<file path="config.mk">
export PLATFORM = sky130hd
export DESIGN_NAME = sequenciador_banco
export DESIGN_NICKNAME = d
export VERILOG_FILES = /design/src/rtl/sequenciador_banco.sv
export SDC_FILE = /design/constraint.sdc
export NUM_CORES = 1
export LEC_CHECK = 0
export CORE_MARGIN = 10
export CORE_UTILIZATION = 56
export DETAILED_ROUTE_END_ITERATION = 8
export PLACE_DENSITY = 0.79
export SLEW_MARGIN = 20
export SYNTH_ARGS = -nofsm -noshare
export SYNTH_HDL_FRONTEND = slang
export SYNTH_SLANG_ARGS = --single-unit
export TNS_END_PERCENT = 30
</file>
<file path="constraint.sdc">
create_clock -name clock -period 4 [get_ports clock]
set_clock_uncertainty 0.2 [all_clocks]
set_input_delay 0.8 -clock clock [delete_from_list [all_inputs] [get_ports clock]]
set_output_delay 0.8 -clock clock [all_outputs]
set_load 0.05 [all_outputs]
</file>
<file path="src/rtl/sequenciador_banco.sv">
// sequenciador_banco: four-cycle instruction sequencer for the 8x16 register
// bank "banco". Accepts one instruction per handshake, reads two operands,
// computes an ALU result and writes it back through the bank write port.
module sequenciador_banco (
  input  logic        clock,
  input  logic        reset_n,
  input  logic [15:0] instr,
  input  logic        instr_valid,
  output logic        instr_ready,
  output logic [2:0]  Read1Add,
  output logic [2:0]  Read2Add,
  output logic [2:0]  WriteAdd,
  output logic [15:0] entrada,
  output logic        RW,
  input  logic [15:0] dado1,
  input  logic [15:0] dado2,
  output logic        done,
  output logic [15:0] resultado,
  output logic        zero,
  output logic        erro
);

  localparam logic [1:0] OCIOSO  = 2'd0;
  localparam logic [1:0] LEITURA = 2'd1;
  localparam logic [1:0] EXECUTA = 2'd2;
  localparam logic [1:0] ESCRITA = 2'd3;

  localparam logic [3:0] OP_ADD = 4'd0;
  localparam logic [3:0] OP_SUB = 4'd1;
  localparam logic [3:0] OP_AND = 4'd2;
  localparam logic [3:0] OP_OR  = 4'd3;
  localparam logic [3:0] OP_XOR = 4'd4;
  localparam logic [3:0] OP_SHL = 4'd5;
  localparam logic [3:0] OP_SHR = 4'd6;
  localparam logic [3:0] OP_MOV = 4'd7;
  localparam logic [3:0] OP_LI  = 4'd8;
  localparam logic [3:0] OP_NOP = 4'd9;

  logic [1:0]  state_q, state_d;
  logic [15:0] instr_q, instr_d;
  logic [15:0] op1_q, op1_d;
  logic [15:0] op2_q, op2_d;
  logic [15:0] alu_q, alu_d;
  logic [15:0] resultado_q, resultado_d;
  logic        zero_q, zero_d;

  // Instruction fields, all taken from the latched word
  logic [3:0]  op;
  logic [2:0]  rd;
  logic [2:0]  rs1;
  logic [2:0]  rs2;
  logic [8:0]  imm9;
  logic        escreve;
  logic        ilegal;
  logic        accept;

  assign op      = instr_q[15:12];
  assign rd      = instr_q[11:9];
  assign rs1     = instr_q[8:6];
  assign rs2     = instr_q[5:3];
  assign imm9    = instr_q[8:0];
  assign escreve = (op <= OP_LI);
  assign ilegal  = (op > OP_NOP);

  assign instr_ready = (state_q == OCIOSO) && reset_n;
  assign accept      = instr_ready && instr_valid;

  // Next-state sequencing: fixed four-state ring, leaving idle only on accept
  always_comb begin
    state_d = state_q;
    case (state_q)
      OCIOSO:  if (accept) state_d = LEITURA;
      LEITURA: state_d = EXECUTA;
      EXECUTA: state_d = ESCRITA;
      ESCRITA: state_d = OCIOSO;
      default: state_d = OCIOSO;
    endcase
  end

  // Instruction latch and operand capture
  always_comb begin
    instr_d = instr_q;
    op1_d   = op1_q;
    op2_d   = op2_q;
    if (accept) begin
      instr_d = instr;
    end
    if (state_q == LEITURA) begin
      op1_d = dado1;
      op2_d = dado2;
    end
  end

  // ALU evaluated once, in EXECUTA, from the captured operands
  always_comb begin
    alu_d = alu_q;
    if (state_q == EXECUTA) begin
      case (op)
        OP_ADD:  alu_d = op1_q + op2_q;
        OP_SUB:  alu_d = op1_q - op2_q;
        OP_AND:  alu_d = op1_q & op2_q;
        OP_OR:   alu_d = op1_q | op2_q;
        OP_XOR:  alu_d = op1_q ^ op2_q;
        OP_SHL:  alu_d = op1_q << op2_q[3:0];
        OP_SHR:  alu_d = op1_q >> op2_q[3:0];
        OP_MOV:  alu_d = op1_q;
        OP_LI:   alu_d = {{7{imm9[8]}}, imm9};
        default: alu_d = '0;
      endcase
    end
  end

  // Visible result and zero flag follow only real bank writes
  always_comb begin
    resultado_d = resultado_q;
    zero_d      = zero_q;
    if ((state_q == ESCRITA) && escreve) begin
      resultado_d = alu_q;
      zero_d      = (alu_q == 16'h0000);
    end
  end

  // Bank-facing outputs: addresses and data are zero outside their states;
  // RW/done are gated by reset_n so a reset in ESCRITA cancels the write
  always_comb begin
    Read1Add = '0;
    Read2Add = '0;
    WriteAdd = '0;
    entrada  = '0;
    RW       = 1'b0;
    done     = 1'b0;
    erro     = 1'b0;
    case (state_q)
      LEITURA: begin
        Read1Add = rs1;
        Read2Add = rs2;
      end
      ESCRITA: begin
        WriteAdd = rd;
        entrada  = alu_q;
        RW       = escreve && reset_n;
        done     = reset_n;
        erro     = ilegal && reset_n;
      end
      default: ;
    endcase
  end

  assign resultado = resultado_q;
  assign zero      = zero_q;

  // State registers with synchronous active-low reset
  always_ff @(posedge clock) begin
    if (!reset_n) begin
      state_q     <= OCIOSO;
      instr_q     <= '0;
      op1_q       <= '0;
      op2_q       <= '0;
      alu_q       <= '0;
      resultado_q <= '0;
      zero_q      <= 1'b0;
    end else begin
      state_q     <= state_d;
      instr_q     <= instr_d;
      op1_q       <= op1_d;
      op2_q       <= op2_d;
      alu_q       <= alu_d;
      resultado_q <= resultado_d;
      zero_q      <= zero_d;
    end
  end

endmodule

</file>
Yosys cells after proc, flatten, opt, wreduce, memory -nomap -nowiden
Cells that the tools add are included.
{"block": "op_classes", "reduce_logical": 8, "add_sub_neg": 2, "magnitude_cmp": 2, "shift": 2, "muxes": 10, "n_eq_ne": 12, "bitwise": 3}
{"cell": "16-bit one-hot mux with 9 select lines", "count": 1}
{"cell": "16-bit adder", "count": 1}
{"cell": "16-bit bitwise AND", "count": 1}
{"cell": "4-bit by 3-bit equality test with 1-bit output, second input constant", "count": 4}
{"cell": "16-bit zero test", "count": 1}
{"cell": "16-bit two-way mux", "count": 1}
{"cell": "16-bit bitwise OR", "count": 1}
{"cell": "16-bit by 4-bit left shift with 16-bit output", "count": 1}
{"cell": "16-bit by 4-bit >> shifter with 16-bit output", "count": 1}
{"cell": "16-bit subtractor", "count": 1}
{"cell": "16-bit bitwise XOR", "count": 1}
{"cell": "3-bit two-way mux", "count": 3}
{"cell": "4-bit by 2-bit equality test with 1-bit output, second input constant", "count": 2}
{"cell": "2-bit one-hot mux with 4 select lines", "count": 1}
{"cell": "1-bit logical AND", "count": 5}
{"cell": "2-bit equality test, second input constant", "count": 2}
{"cell": "4-bit by 1-bit equality test with 1-bit output, second input constant", "count": 1}
{"cell": "4-bit equality test, second input constant", "count": 1}
{"cell": "4-bit > comparator, second input constant", "count": 1}
{"cell": "4-bit <= comparator, second input constant", "count": 1}
{"cell": "4-bit zero test", "count": 1}
{"cell": "1-bit two-way mux", "count": 3}
{"cell": "2-bit by 1-bit equality test with 1-bit output, second input constant", "count": 1}
{"cell": "2-bit zero test", "count": 1}
{"cell": "other kinds (2)", "count": 2}
{"block": "word_totals", "reg_bits": 83, "out_inout_bits": 46}

Depth between registers and ports, before layout
{"block": "depth", "word_depth": 5, "mapped_depth": 15, "mapped_depth_nobuf": 13}

Worst setup path before layout
No wires, ideal clock.
{"block": "synth_path", "kind": "register -> register", "from": "reg op2_q[0]", "to": "reg alu_q[15]", "setup_slack_ns": 0.709, "t_arrival_ns": 2.959, "required_ns": 3.669, "stages_incl_launch_ff": 16, "n_path_buf": 2, "synth_period_minus_slack_ns": 3.291, "path_cell_list": "dfxtp_1 > buf_6 > buf_6 > inv_2 > ha_1 > and3_1 > a41o_1 > a31oi_1 > xnor2_1 > ha_1 > a21o_1 > a21o_1 > a21o_1 > a31oi_1 > xnor2_1 > o211ai_1"}
{"block": "synth_between", "elab_chain_len": 2, "word_cells_on_any_way": 5, "classes_between": "add/sub: 2; shift: 2; mux: 1"}
{"item": "from (decl)", "line": "42", "source": "logic [15:0] op2_q, op2_d;"}
{"item": "from (signal assigned)", "line": "166", "source": "op2_q <= op2_d;"}
{"item": "16-bit subtractor (tied with other cells)", "line": "100", "source": "OP_SUB: alu_d = op1_q - op2_q;"}
{"item": "16-bit one-hot mux with 9 select lines *", "line": "98", "source": "case (op)"}
{"item": "to (signal assigned)", "line": "167", "source": "alu_q <= alu_d;"}
{"item": "to (decl)", "line": "43", "source": "logic [15:0] alu_q, alu_d;"}
Mark *: on every way between the ends. The rest lies on a longest branch, timed or not.
A chain may end at the register's enable or synchronous reset.

Final worst setup path
{"block": "layout_path", "from": "reg state_q[0]", "to": "out entrada[10]"}
{"block": "layout_between", "elab_chain_len": 2}
{"item": "from (decl)", "line": "39", "source": "logic [1:0] state_q, state_d;"}
{"item": "from (signal assigned)", "line": "163", "source": "state_q <= state_d;"}
{"item": "2-bit equality test", "line": "133", "source": "case (state_q)"}
{"item": "16-bit two-way mux", "line": "133"}
{"item": "to (decl)", "line": "13", "source": "output logic [15:0] entrada,"}
No other way between the ends.

==> summary.md <==
The number of I/O pins was 97. Counting every net in the synthesized netlist gives 971. For the total negative slack for setup checks, the log shows 0 ns. The wire length per cell is 21.5 um. For the clock latency reported for the late side of the worst-skew pair, the log shows 0.36 ns. After detailed placement, the total cell area comes to 8020 sq um. For the fill cell total of the finished layout, the log shows 1069.

Sequential cells were found to cover 23.8% of the synthesized design area. Type of element launching the critical path: a flip-flop. The worst pin sits at a relative slew slack of 29.9%. Dividing the synthesized area by the synthesized cell count gives 8.07 sq um.

The largest total area in the synthesized netlist belongs to dfxtp_1. At the end of the flow, the number of nets in the layout was 1037. In this run the tool buffered the top-level ports with 96 buffer cells. After layout, the minimum clock period comes to 3.47 ns. Post-detailed-route via-to-cell ratio: 6.27. The max-slew violation total from the final report was 0; the initial standard-cell utilization of the core was 57.6%. The standard cell core area was 12100 sq um; the portion of synthesized cell area occupied by the leading cell type was 23.8%. Of the cells placed in the final design, the portion with a size suffix greater than 1 is 9.20%. The tools report the internal power summed over all cells as 2.87 mW. For the pin with the worst max-slew slack, the measured transition is 1.05 ns.

The number of synthesized register bits was 83. The critical path is of the flip-flop to output pin type. The final count of negative-setup-slack endpoints was 0. In this run switching power makes up 47.6% of total power. The overall global routing resource usage is 26.4%. From synthesis to final layout, the design area changed by 19.4%. The flow ran to the end, and the final reports show no timing, DRC or antenna violations. The floorplan die width was 132 um.

Part of the power in registers: 23.5%. For the number of clock sinks, the log shows 83. The die is 132 um tall. The number of failing hold endpoints at the final stage was 0. The root buffer cell chosen for the clock tree is clkbuf_16.

The path class of the tightest hold or removal check is flip-flop to flip-flop. The tools report the wire length reported by the detailed router as 23700 um. In this run the post-CTS setup repair buffer count came out at 0. The finished cells cover 8330 sq um. For this run, the detailed router's first-pass iteration total came to 5. The overall die area came out at 17300 sq um. In this run, post-CTS repair resized a total of 0 instances. For the worst setup path, the data required time is 3.00 ns. The tools report the initial antenna violation count as 0.

Yosys printed 0 warnings. The logs give 40 for the number of rows in the core area and 0 for the total of max-cap violations. After global routing the overflow that remains totals 0.

Entering global routing, the biggest net connects 35 pins. The first global-routing pass estimated 37100 um of wire. The async set-or-reset flop fraction in the synthesized netlist is 0%.

The longest clock path from root to sink contains 2 buffers. Dividing total power by cell area gives a power density of 659 nW/um^2. The via count of the first global-routing pass was 6544. The analysis attributes to net switching a power of 2.62 mW.

For the worst setup path, the data arrival time is 2.47 ns. The clock tree synthesis step divided the H-tree into 3 levels. TritonCTS built the clock tree. In this run, synthesis inferred 0 flip-flops with an integrated enable.

The count of nets left with antenna violations once routing finished came out at 0. The synthesized netlist occupies a cell area of 6980 sq um. Combinational cells account for 59.8% of the total power.

The run gives 16.7% as the portion of total power attributed to the clock network. The number of vias after detailed routing is 6912, and the CTS clock-pin slew for the worst setup and hold paths is 0.06 ns. In the synthesized netlist, the number of instances is 865. The maximum clock frequency came out at 288 MHz.

Type of element capturing the critical path: an output pin. In this run, post-CTS hold repair placed 0 buffers. Setup repair after global routing left no endpoint under its margin.

The half-perimeter wire length after detailed placement was 18200 um. In this run the register-to-register setup slack is 0.54 ns. The first routing iteration left 570 violations. The worst-path maximum fanout is 28. The number of antenna diodes in the final layout is 0. After layout, the worst path uses 86.7% of the clock period.

The tools report the worst voltage drop across the vdd grid as 0.426 mV. The number of design rule violations left after detail routing is 0. Ranked by total cell area, the synthesized netlist is headed by dfxtp_1, ha_1, mux2i_1, mux4_2, nor2_1. The congestion estimate from routability-driven global placement came to 1.05. The number of clock buffers inserted by TritonCTS is 9.

Most instantiated flip-flop cell in the synthesis netlist: dfxtp_1. Counting distinct cell types in the post-synthesis netlist gives 72. Static power due to leakage: 3.14 nW.
==> cells by family (layout without fill, tap and decap cells) <==
family,count (synthesis),count (layout),synth area share [%]
AOI/OAI and AO/OA,206,206,20.0
DFF,83,83,23.8
xor gates and xnor gates,22,22,2.76
and+or+nand+nor,314,314,21.7
buffers and inverters,108,178,7.12
muxes,77,77,14.7
adders and majority gates,55,55,9.97
==> worst paths after layout <==
path / from / endpoint / depth (start not counted)
max reg2reg: op2_q[0] / alu_q[6] / 10
min: resultado[2] / resultado[2] / 2
min reg2reg: resultado[2] / resultado[2] / 2
max: state_q[0] / entrada[10] / 3
==> final cells by class <==
cell class / count / area (sq um) / share of cell area, %
repair buffers: 121 / 1160 / 14.0
inverters: 42 / 158 / 1.89
multi-input cells: 674 / 4820 / 57.9
well taps: 168 / 210 / 2.52
flip-flops and latches: 83 / 1660 / 20.0
clock buffers: 9 / 225 / 2.70
clock inverters: 6 / 90.1 / 1.08
==> power by group through the flow <==
stage / registers (mW) / clock network, mW / logic (mW)
after floorplan: 1.15 / 0 / 2.45
after global placement: 1.29 / 0 / 3.17
after detailed placement: 1.30 / 0 / 3.19
after CTS: 1.28 / 0.920 / 3.21
after global routing: 1.31 / 0.956 / 3.54
final: 1.29 / 0.917 / 3.28
==> critical path, cell delays in order (launching register included) <==
cell	delay (ns)
dfxtp_1	0.38
ha_1	0.68
and2_1	0.23
clkdlybuf4s50_1	0.81
==> cells in the final DEF (no fill, tap or decap), types with 26 or more instances in the layout <==
cell type / n
nand3_1: 26
clkdlybuf4s50_1: 92
nand2_1: 86
ha_1: 53
a21oi_1: 50
nor2_1: 92
dfxtp_1: 81
inv_1: 40
and2_1: 31
o21ai_0: 34
mux2i_1: 49
buf_4: 27
==> state kept, by name (all words and copies together), names as in the netlist <==
signal and flops:
zero 1, op2_q 16, instr_q 16, alu_q 16
op1_q 16, state_q 2, resultado 16
==> metal layers <==
| metal | wire [um] | vias to the layer above | GRT usage, % | part of all wire [%] |
|---|---|---|---|---|
| met2 | 10400 | 357 | 40.0 | 44 |
| met3 | 2480 | 71 | 7.47 | 10 |
| met4 | 1200 | 0 | 13.8 | 5.1 |
| li1 | - | 3254 | - | - |
| met5 | 0 | - | 0 | 0 |
| met1 | 9600 | 3230 | 33.3 | 41 |
==> synthesized netlist by cell type (8+ instances only) <==
| library cell | count |
|---|---|
| nor2_1 | 92 |
| nand2_1 | 86 |
| dfxtp_1 | 83 |
| ha_1 | 54 |
| a21oi_1 | 50 |
| mux2i_1 | 49 |
| inv_1 | 40 |
| o21ai_0 | 34 |
| clkbuf_1 | 33 |
| and2_1 | 31 |
| nand3_1 | 26 |
| mux4_2 | 19 |
| nor3_1 | 18 |
| xnor2_1 | 18 |
| buf_2 | 16 |
| a211oi_1 | 13 |
| nor4_1 | 13 |
| a31oi_1 | 12 |
| a22oi_1 | 11 |
| a22o_1 | 10 |
| nor2b_1 | 10 |
| a21o_1 | 9 |
| buf_6 | 8 |
| o21ai_1 | 8 |
==> stage by stage <==
stage               power [mW]  setup slack [ns]  hold slack [ns]  util (%)  instances
global route              5.81             0.364            0.272      68.8       1103
floorplan                 3.59             0.709            0.231         -        865
global placement          4.46             0.681            0.242      66.2       1088
CTS                       5.41             0.516            0.254      68.8       1103
detailed placement        4.48             0.642            0.245      66.2       1088
finish                    5.49             0.533            0.251      68.8       1103
Power figures use the tool's default switching activity.
